File: src/rtl/led_seq_pkg.sv
// led_seq_pkg: shared state encoding and timing derivations for the LED frame sequencer.
package led_seq_pkg;

    typedef enum logic [2:0] {
        S_IDLE,
        S_READ,
        S_LOAD,
        S_SHIFT,
        S_GAP
    } seq_state_t;

    function automatic int tx_cycles(input int bits_per_pixel, input int cycles_per_bit);
        return bits_per_pixel * cycles_per_bit;
    endfunction

    // Shortest legal frame: every pixel slot plus at least one GAP cycle for frame_done.
    function automatic int min_period(input int num_pixels, input int bits_per_pixel,
                                      input int cycles_per_bit);
        return num_pixels * (tx_cycles(bits_per_pixel, cycles_per_bit) + 2) + 1;
    endfunction

endpackage

File: src/rtl/led_mod_counter.sv
// led_mod_counter: modulo-N counter with enable, synchronous clear and wrap pulse.
module led_mod_counter #(
    parameter int MODULUS = 2
) (
    input  logic clk,
    input  logic rst_n,
    input  logic en_i,
    input  logic clr_i,
    output logic wrap_o
);

    localparam int W = MODULUS > 1 ? $clog2(MODULUS) : 1;

    logic [W-1:0] cnt_q, cnt_d;
    logic         last;

    assign last   = cnt_q == W'(MODULUS - 1);
    assign wrap_o = en_i && last;

    always_comb cnt_d = clr_i ? '0 : !en_i ? cnt_q : last ? '0 : cnt_q + 1'b1;

    always_ff @(posedge clk or negedge rst_n) begin
        if (!rst_n) cnt_q <= '0;
        else        cnt_q <= cnt_d;
    end

endmodule

File: src/rtl/led_frame_sequencer.sv
// led_frame_sequencer: per-pixel READ/LOAD/SHIFT timing for addressable-LED chains,
// padded to a fixed frame period with a decimated newframe pulse.
module led_frame_sequencer
    import led_seq_pkg::*;
#(
    parameter int NUM_PIXELS        = 64,
    parameter int BITS_PER_PIXEL    = 24,
    parameter int CYCLES_PER_BIT    = 15,
    parameter int FRAME_PERIOD      = 375000,
    parameter int FRAMES_PER_UPDATE = 50
) (
    input  logic                          clk,
    input  logic                          rst_n,
    input  logic                          enable_i,
    input  logic                          oneshot_i,
    input  logic                          trigger_i,
    input  logic                          reverse_i,
    output logic [$clog2(NUM_PIXELS)-1:0] pixel_o,
    output logic                          load_sreg_o,
    output logic                          transmit_pixel_o,
    output logic                          busy_o,
    output logic                          frame_done_o,
    output logic                          newframe_o
);

    localparam int TX = tx_cycles(BITS_PER_PIXEL, CYCLES_PER_BIT);
    localparam int PW = $clog2(NUM_PIXELS);

    if (NUM_PIXELS < 2) begin : g_pix_chk
        $error("NUM_PIXELS must be at least 2");
    end
    if (FRAMES_PER_UPDATE < 1) begin : g_upd_chk
        $error("FRAMES_PER_UPDATE must be at least 1");
    end
    if (FRAME_PERIOD < min_period(NUM_PIXELS, BITS_PER_PIXEL, CYCLES_PER_BIT)) begin : g_period_chk
        $error("FRAME_PERIOD too short for the pixel sweep");
    end

    seq_state_t    state_q, state_d;
    logic [PW-1:0] pixel_q, pixel_d;
    logic          rev_q, rev_d;
    logic [PW-1:0] first_pix;
    logic          start, pix_last, bit_wrap, period_wrap, frame_end;

    assign busy_o           = state_q != S_IDLE;
    assign load_sreg_o      = state_q == S_LOAD;
    assign transmit_pixel_o = state_q == S_SHIFT;
    assign pixel_o          = pixel_q;
    assign frame_end        = state_q == S_GAP && period_wrap;
    assign frame_done_o     = frame_end;

    assign start     = state_q == S_IDLE && enable_i && (!oneshot_i || trigger_i);
    assign first_pix = reverse_i ? '0 : PW'(NUM_PIXELS - 1);
    assign pix_last  = pixel_q == (rev_q ? PW'(NUM_PIXELS - 1) : '0);

    led_mod_counter #(.MODULUS(TX)) u_bit_cnt (
        .clk   (clk),
        .rst_n (rst_n),
        .en_i  (transmit_pixel_o),
        .clr_i (!transmit_pixel_o),
        .wrap_o(bit_wrap)
    );

    // Runs through every non-IDLE cycle; wraps on its own at each free-run frame boundary.
    led_mod_counter #(.MODULUS(FRAME_PERIOD)) u_period_cnt (
        .clk   (clk),
        .rst_n (rst_n),
        .en_i  (busy_o),
        .clr_i (start),
        .wrap_o(period_wrap)
    );

    led_mod_counter #(.MODULUS(FRAMES_PER_UPDATE)) u_dec_cnt (
        .clk   (clk),
        .rst_n (rst_n),
        .en_i  (frame_end),
        .clr_i (1'b0),
        .wrap_o(newframe_o)
    );

    always_comb begin
        state_d = state_q;
        pixel_d = pixel_q;
        rev_d   = rev_q;
        case (state_q)
            S_IDLE: if (start) begin
                state_d = S_READ;
                rev_d   = reverse_i;
                pixel_d = first_pix;
            end
            S_READ:  state_d = S_LOAD;
            S_LOAD:  state_d = S_SHIFT;
            S_SHIFT: if (bit_wrap) begin
                if (pix_last) begin
                    state_d = S_GAP;
                end else begin
                    state_d = S_READ;
                    pixel_d = rev_q ? pixel_q + 1'b1 : pixel_q - 1'b1;
                end
            end
            S_GAP: if (frame_end) begin
                if (enable_i && !oneshot_i) begin
                    state_d = S_READ;
                    rev_d   = reverse_i;
                    pixel_d = first_pix;
                end else begin
                    state_d = S_IDLE;
                end
            end
            default: state_d = S_IDLE;
        endcase
    end

    always_ff @(posedge clk or negedge rst_n) begin
        if (!rst_n) begin
            state_q <= S_IDLE;
            pixel_q <= '0;
            rev_q   <= 1'b0;
        end else begin
            state_q <= state_d;
            pixel_q <= pixel_d;
            rev_q   <= rev_d;
        end
    end

endmodule

File: config.mk
export PLATFORM = sky130hd
export DESIGN_NAME = led_frame_sequencer
export DESIGN_NICKNAME = d
export VERILOG_FILES = /design/src/rtl/led_seq_pkg.sv /design/src/rtl/led_mod_counter.sv /design/src/rtl/led_frame_sequencer.sv
export SDC_FILE = /design/constraint.sdc
export NUM_CORES = 1
export LEC_CHECK = 0
export CORE_MARGIN = 4
export CORE_UTILIZATION = 40
export DETAILED_ROUTE_END_ITERATION = 7
export DONT_BUFFER_PORTS = 1
export MAX_ROUTING_LAYER = met4
export PLACE_DENSITY = 0.58
export SLEW_MARGIN = 5
export SYNTH_ARGS = -nofsm -noshare
export SYNTH_HDL_FRONTEND = slang
export SYNTH_SLANG_ARGS = --single-unit
File: constraint.sdc
create_clock -name clk -period 2.5 [get_ports clk]
set_clock_uncertainty 0.1 [all_clocks]
set_input_delay 0.5 -clock clk [delete_from_list [all_inputs] [get_ports clk]]
set_output_delay 0.5 -clock clk [all_outputs]
set_load 0.01 [all_outputs]
==> results of run 1 <==
[power by group]
part / switching [uW] / internal, uW
logic: 54.2 / 50.4
registers: 40.7 / 743
clock network: 231 / 226
total: 326 / 1020
[through the flow]
stage / total power (uW) / cells / worst slack (ns) / hold slack, ns / utilization
after global placement: 873 / 350 / 0.261 / 0.106 / 0.433
after floorplan: 851 / 270 / 0.236 / 0.104 / -
after detailed placement: 874 / 350 / 0.233 / 0.105 / 0.433
after global routing: 1410 / 362 / 0.00125 / 0.247 / 0.458
after CTS: 1350 / 360 / 0.0178 / 0.245 / 0.454
final: 1340 / 362 / 0.0962 / 0.248 / 0.458
[per-layer routing]
metal,routed length [um],track usage,up-vias,part of all wire
met1,2770,0.207,986,0.50
met4,99,0.0536,0,0.018
li1,-,-,1016,-
met5,0,-,-,0
met2,2430,0.223,31,0.44
met3,178,0.0363,10,0.032
[registers in the layout, indices dropped and copies added, names as in the netlist]
| register | count |
|---|---|
| pixel_o | 6 |
| rev_q | 1 |
| state_q | 3 |
| u_bit_cnt.cnt_q | 9 |
| u_dec_cnt.cnt_q | 6 |
| u_period_cnt.cnt_q | 19 |
[cells by family after synthesis]
kind of cell	synth area share
AO/OA/AOI/OAI	0.147
multiplexers	0.0417
adder cells (fa/ha/maj)	0.0460
AND/OR/NAND/NOR	0.250
buffers and inverters	0.0263
flip-flops	0.421
XOR/XNOR	0.0671
[critical path, delay by kind of cell (launching register included)]
kind | cells | cell delay [ns]
simple gates | 4 | 1.07
flops | 1 | 0.44
[placed cells by master, fill, tap and decap left out, types with 4 or more instances in the layout]
master,synthesis,final
a21o_1,6,6
a21oi_1,7,7
buf_4,0,12
clkbuf_8,0,6
dfrtp_1,44,42
ha_1,8,8
inv_1,10,10
mux2_2,7,7
nand2_1,16,16
nand3_1,20,20
nand3b_1,5,5
nand4_1,7,7
nor2_1,26,25
nor3_1,7,7
nor4_1,4,4
o21ai_0,15,15
or3_1,4,4
xnor2_1,13,13
xor2_1,7,7
[worst min-delay path by stage]
stage                                           to      start  slack [ns]
floorplan                   pixel_o[0]$_DFFE_PN0P_      rst_n        0.10
global placement    u_dec_cnt.cnt_q[4]$_DFFE_PN0P_      rst_n        0.11
detailed placement  u_dec_cnt.cnt_q[4]$_DFFE_PN0P_      rst_n        0.11
CTS                              rev_q$_DFFE_PN0P_  reverse_i        0.24
global route                     rev_q$_DFFE_PN0P_  reverse_i        0.25
finish                           rev_q$_DFFE_PN0P_  reverse_i        0.25
[area by class of cell]
class	count	area (um2)
Inverter	10	37.5
Multi-Input combinational cell	209	1450
Sequential cell	44	1100
Timing Repair Buffer	14	128
Tap cell	77	96.3
Fill cell	605	3440
Clock buffer	8	90.1
[repair_timing]
action                                  CTS  global route
hold endpoints to repair                 44             0
endpoints found under the setup margin    1             2
hold buffers                              2             0
pin swaps                                 0             2
setup buffers                             0             2
gates resized for setup                   1             3
==> impl_metrics.ini, run 1 <==
[hold_path]
holdPathStages = 1
hold_path_class = in -> reg

[floorplan]
ioPinCount = 17
initial_core_util = 0.411
core_area_um2 = 6350
die_area_um2 = 7890
rows = 29
die_x_um = 88.8
fp.dieH_um = 88.8

[place]
portBuffers = 0
dpl_cell_area_um2 = 2750
dp_hpwl_um = 3960
place_congestion = 0.793

[clock_tree]
clkLatencyLatePin_ns = 0.30
cts_buffer_depth = 2
cts_buffers = 5
htree_levels = 2
path_clk_slew_ns = 0.08
clock-sinks = 44
cts_root_buf = clkbuf_8
cts_tree = built

[global_routing]
first_global_vias = 1911
antenna_found_initial = 0
grt_max_degree = 45
grt_usage = 0.153
grt_pass1_wl_um = 9150
grt-ovfl-total = 0

[critical_path]
worstSetupStartpoint = u_period_cnt.cnt_q[9]$_DFFE_PN0P_
r2r_setup_slack_ns = 0.18
crit_path_start_kind = register
crit_type = reg -> out
cp_cell_sequence = or4_1 > nor2_2 > nand4_1 > nor2_2
r2r-end = pixel_o[1]$_DFFE_PN0P_
r2r_cells = 7
required_ns = 1.90
crit_fanout = 4
cp-end-kind = output pin
cpMostUsedCell = nor2_2
regToRegStartpoint = rev_q$_DFFE_PN0P_
slowest_stage = or4_1
crit_path_end = newframe_o
crit_arrival_ns = 1.80
cpPeakStageDelay_ns = 0.54

[logic_synthesis]
ys_ff_latch = 44
yosysMostFrequentCell = dfrtp_1
synth_common_cells = dfrtp_1 (44), nor2_1 (26), nand3_1 (20)
ys_types = 55
synth.area.top_cells = dfrtp_1 (42%), xnor2_1 (4.4%), ha_1 (3.8%)
synth_top_area_cell = dfrtp_1
syn_area_per_cell_um2 = 9.68
syn-cell-area_um2 = 2610
synth_top_area_frac = 0.421
ys_warn_count = 0
synthFlopType = dfrtp_1
yosysSeqAreaShare = 0.421
synth-edff-count = 0
syn_inst = 270
syn_nets = 285
ys_async_sr_fraction = 1.00

[routing]
first_pass_iters = 4
vias = 2043
routedWlPerCell_um = 15.1
vias_per_cell = 5.64
route.detailed.drc = 0
routed_wirelength_um = 5480
drt_iter0_drc = 93
ant_nets = 0

[sta]
worst_pin_slew_ns = 0.476
hold_violations = 0
tns_ns = 0
relSlewSlack = 0.683
setup_viol = 0
slew_viol_final = 0
rsz0062_at_grt = no
period_needed_ns = 2.40
finalCritPeriodShare = 0.962
fmax_mhz = 416

[outcome]
status = finished, final reports clean

[final_layout]
area_growth_pct = 11.4
drive_gt1_frac = 0.154
diodes = 0
nets = 299
fin_area_um2 = 2910

[pwr]
p_per_area_nw_per_um2 = 462
p_leak_uw = 0.00119
vdd_drop_max_mv = 0.226

[job]
maxCapViolCount = 0
Power figures use the tool's default switching activity.
==> run 2: changes to the inputs <==
- CELL_PAD_IN_SITES_DETAIL_PLACEMENT: default -> 2
- CELL_PAD_IN_SITES_GLOBAL_PLACEMENT: default -> 2
- PLACE_DENSITY: 0.58 -> 0.82
==> run 2 against run 1 <==
Flip-flop and latch count is the same. Combinational power grew 10%. Global-route usage grew 5.2 points. Critical path depth is the same. Register-to-register slack lost 0.03 ns. Routed wire length grew 32%. Count of clock-buffer cells in the layout shrank 2. Clock power shrank 5.7%. Design area grew 1.2%. Total power shrank 1.1%. Fmax shrank 1.9%.
==> impl_metrics.ini, run 2 (synthesis results as in run 1) <==
[clock_tree]
cts_tree = built
cts_root_buf = clkbuf_8
clock-sinks = 44
htree_levels = 2
cts_buffer_depth = 2
clkLatencyLatePin_ns = 0.30
path_clk_slew_ns = 0.09
cts_buffers = 5

[critical_path]
cp_num_buf_inv = 0
slowest_stage = or4_4
path_delay_family = simple AND/OR/NAND/NOR gates
crit_fanout = 3
crit_type = reg -> out
crit_path_start_kind = register
required_ns = 1.90
cp-end-kind = output pin
cpPeakStageDelay_ns = 0.56
crit_arrival_ns = 1.85
cp_cell_sequence = or4_4 > nor2_4 > nand4_1 > nor2_2

[routing]
vias_per_cell = 6.01
drt_iter0_drc = 91
route.detailed.drc = 0
vias = 2187
ant_nets = 0
routedWlPerCell_um = 19.9
first_pass_iters = 4
routed_wirelength_um = 7240

[sta]
fmax_mhz = 408
slew_viol_final = 0
finalCritPeriodShare = 0.980
period_needed_ns = 2.45
worst_pin_slew_ns = 0.619
relSlewSlack = 0.587
tns_ns = 0
hold_violations = 0
setup_viol = 0

[final_layout]
final_common_cell = dfrtp_1
num-fill-cells = 671
drive_gt1_frac = 0.171
seqCellArea_um2 = 1100
nets = 302
diodes = 0
multi_input_area_um2 = 1480
top_regs = u_period_cnt.cnt_q (19), u_bit_cnt.cnt_q (9)
final_core_util = 0.464
area_growth_pct = 12.7
largest_register = u_period_cnt.cnt_q
final_cell_mix = dfrtp_1 (44), nor2_1 (25), nand3_1 (20)
largest_register_ffs = 19

[outcome]
status = finished, final reports clean

[place]
portBuffers = 0
place_congestion = 0.778
dp_hpwl_um = 5160

[global_routing]
grt-ovfl-total = 0
grt_usage = 0.205
grt_max_degree = 45
grt_pass1_wl_um = 12100
antenna_found_initial = 0
first_global_vias = 2382

[hold_path]
hold_path_class = in -> reg

[pwr]
p_leak_uw = 0.00121
p_per_area_nw_per_um2 = 452
vdd_drop_max_mv = 0.253
total_power_uw = 1330

[floorplan]
die_x_um = 88.8
core_area_um2 = 6350
ioPinCount = 17
die_area_um2 = 7890
initial_core_util = 0.411
fp.dieH_um = 88.8
rows = 29

[job]
maxCapViolCount = 0
-- run 2: what timing repair did --
action	in CTS	in global routing
gates resized for setup	3	5
hold buffers	2	0
buffers inserted	0	4
pin swaps	1	5
hold endpoints to repair	44	0
endpoints found under the setup margin	2	2
gates cloned	0	0
-- run 2: area by class of cell --
| class | instances | share of cell area |
|---|---|---|
| inverter | 10 | 0.0127 |
| sequential | 44 | 0.374 |
| multi-input combinational | 209 | 0.503 |
| clock buffer | 6 | 0.0246 |
| clock inverter | 1 | 0.00170 |
| timing repair buffer | 17 | 0.0510 |
| tap | 77 | 0.0327 |
-- run 2: routing by layer --
| metal | vias to the layer above | global-route usage | part of all wire |
|---|---|---|---|
| li1 | 1017 | - | - |
| met1 | 1132 | 0.253 | 0.46 |
| met2 | 30 | 0.348 | 0.51 |
| met3 | 8 | 0.0335 | 0.024 |
| met4 | 0 | 0.0508 | 0.010 |
| met5 | - | - | 0 |
-- run 2: stage by stage --
step | hold slack (ns) | instance area, um2 | setup slack, ns | cells
6_report | 0.259 | 2940 | 0.0498 | 364
5_1_grt | 0.256 | 2940 | -0.0161 | 364
4_1_cts | 0.252 | 2890 | 0.0137 | 360
3_5_place_dp | 0.105 | 2760 | 0.192 | 351
3_3_place_gp | 0.105 | 2760 | 0.277 | 351
2_1_floorplan | 0.104 | 2610 | 0.236 | 270
-- run 2: worst paths after layout --
path | start | to | slack (ns) | cells past startpoint
max | u_period_cnt.cnt_q[14]$_DFFE_PN0P_ | newframe_o | 0.05 | 4
min | reverse_i | rev_q$_DFFE_PN0P_ | 0.26 | 1
max reg2reg | rev_q$_DFFE_PN0P_ | pixel_o[2]$_DFFE_PN0P_ | 0.15 | 7
min reg2reg | u_bit_cnt.cnt_q[0]$_DFF_PN0_ | u_bit_cnt.cnt_q[0]$_DFF_PN0_ | 0.36 | 1
max in group asynchronous | rst_n | u_period_cnt.cnt_q[7]$_DFFE_PN0P_ | 1.49 | 2
min in group asynchronous | rst_n | u_dec_cnt.cnt_q[4]$_DFFE_PN0P_ | 0.60 | 2
-- run 2: power breakdown --
part           total, uW  switching [uW]  leakage, uW  internal, uW
Clock                430             240    0.0000410           190
Sequential           783            41.3     0.000537           742
Combinational        116            60.5     0.000631          55.7
Total               1330             341      0.00121           988
